<file path="src/rtl/thresholding_cfg_loader_if.sv">
// Bundle of the threshold stream, datapath gating and core write-port signals.
// Pure wiring, no latency.
// The loader takes the slave view; the environment (DMA side / core) takes the master view.
interface thresholding_cfg_loader_if #(
  parameter int N = 4,
  parameter int M = 8,
  parameter int C = 1
);
  localparam int TDW = ((M + 7) / 8) * 8;
  localparam int AW  = $clog2(C) + N;

  logic           s_axis_tvalid;
  logic           s_axis_tready;
  logic [TDW-1:0] s_axis_tdata;
  logic           s_axis_tlast;
  logic           dp_idle;
  logic           dp_hold;
  logic           twe;
  logic [AW-1:0]  twa;
  logic [M-1:0]   twd;

  modport master (
    output s_axis_tvalid, s_axis_tdata, s_axis_tlast, dp_idle,
    input  s_axis_tready, dp_hold, twe, twa, twd
  );

  modport slave (
    input  s_axis_tvalid, s_axis_tdata, s_axis_tlast, dp_idle,
    output s_axis_tready, dp_hold, twe, twa, twd
  );
endinterface

</file>
<file path="src/rtl/thresholding_cfg_loader.sv">
// Streams a full threshold table into a thresholding core while the datapath is held off.
// Latency: handshake at t -> write at t+1; final handshake -> done/busy low at t+2.
// Backpressure: tready only in LOAD/SKIP; writes are never stalled (core takes one per cycle).
module thresholding_cfg_loader #(
  parameter int N = 4,
  parameter int M = 8,
  parameter int C = 1
) (
  input  logic clk,
  input  logic rst,
  input  logic start,
  output logic busy,
  output logic done,
  output logic err,
  thresholding_cfg_loader_if.slave bus
);
  localparam int T   = 2**N - 1;
  localparam int W   = C * T;
  localparam int CW  = $clog2(C);
  localparam int CNW = (CW > 0) ? CW : 1;
  localparam int BW  = $clog2(W + 1);
  localparam int AW  = CW + N;

  localparam logic [N-1:0]  IDX_LAST  = N'(T - 1);
  localparam logic [BW-1:0] BEAT_LAST = BW'(W - 1);

  typedef enum logic [2:0] {IDLE, HOLD, LOAD, SKIP, FIN} state_t;

  state_t          state_q, state_d;
  logic [N-1:0]    idx_q, idx_d;
  logic [CNW-1:0]  cnl_q, cnl_d;
  logic [BW-1:0]   beat_q, beat_d;
  logic            err_q, err_d;
  logic            done_q, done_d;
  logic            twe_q, twe_d;
  logic            rdy_q, rdy_d;
  logic            hold_q, hold_d;
  logic [AW-1:0]   twa_q, twa_d;
  logic [M-1:0]    twd_q, twd_d;
  logic            hs;
  logic [AW-1:0]   addr;

  assign hs = bus.s_axis_tvalid && rdy_q;
  // For C=1 the channel bit falls off the top, leaving twa = idx.
  assign addr = AW'({cnl_q, idx_q});

  // Next-state, counters and registered-output computation.
  always_comb begin
    state_d = state_q;
    idx_d   = idx_q;
    cnl_d   = cnl_q;
    beat_d  = beat_q;
    err_d   = err_q;
    done_d  = 1'b0;
    twe_d   = 1'b0;
    twa_d   = twa_q;
    twd_d   = twd_q;
    case (state_q)
      IDLE: begin
        if (start) begin
          state_d = HOLD;
          err_d   = 1'b0;
          idx_d   = '0;
          cnl_d   = '0;
          beat_d  = '0;
        end
      end
      HOLD: begin
        if (bus.dp_idle) state_d = LOAD;
      end
      LOAD: begin
        if (hs) begin
          twe_d  = 1'b1;
          twa_d  = addr;
          twd_d  = bus.s_axis_tdata[M-1:0];
          beat_d = beat_q + 1'b1;
          // Index 2^N-1 is never issued: wrap one early and step the channel.
          if (idx_q == IDX_LAST) begin
            idx_d = '0;
            cnl_d = cnl_q + 1'b1;
          end else begin
            idx_d = idx_q + 1'b1;
          end
          if (beat_q == BEAT_LAST) begin
            if (bus.s_axis_tlast) begin
              state_d = FIN;
            end else begin
              err_d   = 1'b1;
              state_d = SKIP;
            end
          end else if (bus.s_axis_tlast) begin
            err_d   = 1'b1;
            state_d = FIN;
          end
        end
      end
      SKIP: begin
        if (hs && bus.s_axis_tlast) state_d = FIN;
      end
      FIN: begin
        state_d = IDLE;
        done_d  = 1'b1;
      end
      default: state_d = IDLE;
    endcase
    // Gating outputs follow the state being entered so they line up with it.
    rdy_d  = (state_d == LOAD) || (state_d == SKIP);
    hold_d = rdy_d || (state_d == HOLD);
  end

  // State and output registers; reset leaves the table as partially written.
  always_ff @(posedge clk or posedge rst) begin
    if (rst) begin
      state_q <= IDLE;
      idx_q   <= '0;
      cnl_q   <= '0;
      beat_q  <= '0;
      err_q   <= 1'b0;
      done_q  <= 1'b0;
      twe_q   <= 1'b0;
      rdy_q   <= 1'b0;
      hold_q  <= 1'b0;
      twa_q   <= '0;
      twd_q   <= '0;
    end else begin
      state_q <= state_d;
      idx_q   <= idx_d;
      cnl_q   <= cnl_d;
      beat_q  <= beat_d;
      err_q   <= err_d;
      done_q  <= done_d;
      twe_q   <= twe_d;
      rdy_q   <= rdy_d;
      hold_q  <= hold_d;
      twa_q   <= twa_d;
      twd_q   <= twd_d;
    end
  end

  assign busy              = (state_q != IDLE);
  assign done              = done_q;
  assign err               = err_q;
  assign bus.s_axis_tready = rdy_q;
  assign bus.dp_hold       = hold_q;
  assign bus.twe           = twe_q;
  assign bus.twa           = twa_q;
  assign bus.twd           = twd_q;
endmodule

</file>
<file path="src/flat_wrapper.sv">
// flat-port wrapper written by rule: the top's interface ports become plain ports
module thresholding_cfg_loader_flat 
#(
  parameter int N = 4,
  parameter int M = 8,
  parameter int C = 1
)
  (clk, rst, start, busy, done, err, bus_s_axis_tvalid, bus_s_axis_tdata, bus_s_axis_tlast, bus_dp_idle, bus_s_axis_tready, bus_dp_hold, bus_twe, bus_twa, bus_twd);
  thresholding_cfg_loader_if #(.N(N), .M(M), .C(C)) bus_i ();
  input  logic clk;
  input  logic rst;
  input  logic start;
  output logic busy;
  output logic done;
  output logic err;
  input wire logic [$bits(bus_i.s_axis_tvalid)-1:0] bus_s_axis_tvalid;
  input wire logic [$bits(bus_i.s_axis_tdata)-1:0] bus_s_axis_tdata;
  input wire logic [$bits(bus_i.s_axis_tlast)-1:0] bus_s_axis_tlast;
  input wire logic [$bits(bus_i.dp_idle)-1:0] bus_dp_idle;
  output wire logic [$bits(bus_i.s_axis_tready)-1:0] bus_s_axis_tready;
  output wire logic [$bits(bus_i.dp_hold)-1:0] bus_dp_hold;
  output wire logic [$bits(bus_i.twe)-1:0] bus_twe;
  output wire logic [$bits(bus_i.twa)-1:0] bus_twa;
  output wire logic [$bits(bus_i.twd)-1:0] bus_twd;
  assign bus_i.s_axis_tvalid = bus_s_axis_tvalid;
  assign bus_i.s_axis_tdata = bus_s_axis_tdata;
  assign bus_i.s_axis_tlast = bus_s_axis_tlast;
  assign bus_i.dp_idle = bus_dp_idle;
  assign bus_s_axis_tready = bus_i.s_axis_tready;
  assign bus_dp_hold = bus_i.dp_hold;
  assign bus_twe = bus_i.twe;
  assign bus_twa = bus_i.twa;
  assign bus_twd = bus_i.twd;
  thresholding_cfg_loader #(.N(N), .M(M), .C(C)) u_core (.clk(clk), .rst(rst), .start(start), .busy(busy), .done(done), .err(err), .bus(bus_i));
endmodule
</file>
<file path="config.mk">
export PLATFORM = sky130hd
export DESIGN_NAME = thresholding_cfg_loader_flat
export DESIGN_NICKNAME = d
export VERILOG_FILES = /design/src/rtl/thresholding_cfg_loader_if.sv /design/src/rtl/thresholding_cfg_loader.sv /design/src/flat_wrapper.sv
export SDC_FILE = /design/constraint.sdc
export NUM_CORES = 1
export LEC_CHECK = 0
export CAP_MARGIN = 15
export CORE_MARGIN = 1
export CORE_UTILIZATION = 48
export CTS_CLUSTER_DIAMETER = 40
export DETAILED_ROUTE_END_ITERATION = 6
export PLACE_DENSITY = 0.86
export SYNTH_ARGS = -nofsm -noshare
export SYNTH_HDL_FRONTEND = slang
export SYNTH_SLANG_ARGS = --single-unit
</file>
<file path="constraint.sdc">
create_clock -name clk -period 1.83 [get_ports clk]
set_clock_uncertainty 0.15 [all_clocks]
set_input_delay 0.366 -clock clk [delete_from_list [all_inputs] [get_ports clk]]
set_output_delay 0.366 -clock clk [all_outputs]
set_load 0.05 [all_outputs]
</file>
==> reports/results.tsv, run 1 <==
stage	metric	value	unit
run_status	outcome	complete, no violations	
placed_design	hpwl	1.75	mm
critical_path	worstSetupStartpoint	u_core.state_q[0]$_DFF_PP0_	
synthesis	ys.flop_type	dfrtp_1	
synthesis	syn-mean-instance-area	12.5	um2
finish	multi_input_area	576	um2
finish	antenna_cells	0	
sta	max_slew_margin	0.779	
min_path	hp-class	input pin to asynchronous set/reset pin	
global_routing	grt-ovfl-total	0	
sta	maxSlewViolCount	0	
sta	hold_viol	0	
global_routing	grt_max_degree	23	
synthesis	synth-edff-count	0	
synthesis	synth-seq-cells	28	
drt	wl	2.41	mm
finish	drive_above_1_share	0.381	
sta	tns	0	ns
sta	fmax	555	MHz
critical_path	worstPathArrival	1.29	ns
critical_path	r2r_slack	0.06	ns
clock_tree	numCtsBuffers	3	
global_routing	track_usage	0.188	
clock_tree	clk_pin_slew	0.14	ns
power	power_density	1750	mW/mm2
sta	period_needed	1.80	ns
drt	wire_per_inst	13.6	um
critical_path	path_cells	or3_1 -> buf_6	
power	peakVddDrop	0.00123	V
critical_path	path_class	flop to output pin	
critical_path	crit_path_end	busy	
finish	regArea	706	um2
global_routing	grt_pass1_wl	3.96	mm
synthesis	ys_top_cells_by_count	dfrtp_1, mux2_4, nand3_1	
placed_design	place_inst	170	
synthesis	yosys_warnings	0	
drt	vias	940	
drt	drc	0	
sta	hold_ws	0.143	ns
sta	min_period_over_period	0.985	
critical_path	reg2reg_to	u_core.beat_q[3]$_DFFE_PP0P_	
synthesis	synthDistinctLibCells	31	
job	maxCapViolations	0	
finish	fin_nets	166	
finish	area_growth	29.5	%
critical_path	cp_slowest_cell	dfrtp_2	
synthesis	synth_nets	125	
critical_path	startpoint_type	flop	
sta	rsz0062_at_grt	yes	
floorplanning	die_h	54.9	um
global_routing	antenna_found_initial	0	
clock_tree	cts_tree	built	
critical_path	r2r_cells	4	
critical_path	required	1.31	ns
synthesis	netlist_instances	107	
floorplanning	ios	32	
global_routing	grt_pass1_vias	921	
finish	num-fill-cells	187	
clock_tree	cts.sinks	28	
critical_path	endpoint_kind	output pin	
power	p_leak	0.856	nW
critical_path	r2r_start	u_core.state_q[2]$_DFF_PP0_	
floorplanning	dieArea	0.00301	mm2
sta	setup_viol	0	
synthesis	synthTopCellsByArea	dfrtp_1, mux2_4, mux2_2	
synthesis	ys_async_sr_fraction	1.00	
drt	viasPerCell	5.31	
placed_design	globalplace.congestion	0.764	
floorplanning	core	0.00257	mm2
synthesis	ys_seq_area_frac	0.522	
placed_design	portBuffers	31	
synthesis	synth_top_area_frac	0.522	
clock_tree	ctsLongestPathBuffers	2	
critical_path	critPathMaxFanout	2	
floorplanning	die_w	54.9	um
clock_tree	clockRootBuffer	clkbuf_4	
sta	worst_pin_slew	0.331	ns
synthesis	yosys.area.top_type	dfrtp_1	
clock_tree	h-tree-depth	1	
floorplanning	num_rows	18	
drt	ant_nets	0	
critical_path	max_stage_delay	0.43	ns
floorplanning	start_util	0.523	
clock_tree	clk-insertion-delay-late	0.32	ns
synthesis	yosysMostFrequentCell	dfrtp_1	
synthesis	netlist_area	0.00134	mm2
drt	firstDrtPassIters	4	
finish	stdcell_count	177	
drt	initialDrtViolationCount	14	
-- final cells by class --
cell class              instances  share of cell area
repair buffers                 41               0.205
well taps                      30              0.0216
inverters                       7              0.0151
flip-flops and latches         28               0.406
multi-input cells              67               0.331
clock buffers                   4              0.0209
-- timing repair --
item	4_1_cts	5_1_grt
buffers inserted	3	0
endpoints found under the hold margin	0	0
pin swaps	0	1
endpoints found under the setup margin	1	1
hold buffers	0	0
resized for setup	4	0
-- routing by layer --
| layer | GRT usage | wire length, um | share of wire |
|---|---|---|---|
| met2 | 0.323 | 1130 | 0.47 |
| met1 | 0.233 | 1110 | 0.46 |
| met4 | 0.0684 | 48 | 0.020 |
| met5 | 0 | 0 | 0 |
| met3 | 0.0306 | 123 | 0.051 |
-- cells by family (layout without fill, tap and decap cells) --
| group | count (synthesis) | in the layout | share of synthesized area |
|---|---|---|---|
| DFF | 28 | 28 | 0.522 |
| and+or+nand+nor | 35 | 35 | 0.169 |
| muxes | 17 | 17 | 0.161 |
| adders and majority gates | 4 | 4 | 0.0373 |
| AOI/OAI and AO/OA | 10 | 10 | 0.0550 |
| xor gates and xnor gates | 1 | 1 | 0.00652 |
| buffers and inverters | 12 | 52 | 0.0494 |
-- where the power goes --
part / internal (W) / switching, W / total (W) / leakage (nW)
Sequential: 0.000869 / 0.000165 / 0.00103 / 0.351
Clock: 0.000122 / 0.000171 / 0.000293 / 0.0210
Combinational: 0.000680 / 0.00103 / 0.00171 / 0.484
-- through the flow --
stage                     worst slack, ns  instance area [um2]  utilization  total power [W]
final                              0.0269                 1740        0.677          0.00304
after global routing             -0.00899                 1740        0.677          0.00322
after floorplan                    0.0763                 1340            -          0.00226
after global placement             -0.137                 1670        0.651          0.00266
after CTS                         0.00322                 1740        0.677          0.00306
after detailed placement           -0.172                 1670        0.651          0.00271
-- critical path, delay by kind of cell, from the launching register on --
family / cells / cell delay (ns)
buffers and inverters: 1 / 0.16
AND/OR/NAND/NOR: 1 / 0.38
flip-flops: 1 / 0.43
-- worst min path at each step --
| stage | start | endpoint |
|---|---|---|
| floorplan | rst | u_core.addr[0]$_DFFE_PP0P_ |
| global placement | u_core.err$_DFFE_PP0P_ | u_core.err$_DFFE_PP0P_ |
| detailed placement | u_core.bus.twd[6]$_DFFE_PP0P_ | u_core.bus.twd[6]$_DFFE_PP0P_ |
| CTS | rst | u_core.done$_DFF_PP0_ |
| global route | rst | u_core.done$_DFF_PP0_ |
| finish | rst | u_core.done$_DFF_PP0_ |
-- state kept, by name, summed over array words and instances (netlist names), 3 cells and up --
register and count:
u_core.bus.twd 8, u_core.addr 4, u_core.state_q 3, u_core.bus.twa 4
u_core.beat_q 4
-- layout by cell type (no fill, tap or decap), types with 5 or more instances in the layout --
cell and n:
buf_4 26, inv_1 7, nand2_1 6, nand3_1 8
mux2_2 5, dfrtp_1 24, mux2_4 8, clkdlybuf4s50_1 13
No activity file was read; power rests on OpenSTA's default activity.
==> inputs of run 2 (changes only) <==
SLEW_MARGIN = 20   (was default)
==> results of run 2 <==
No change in the layout: final DEF, timing and power equal those of run 1.
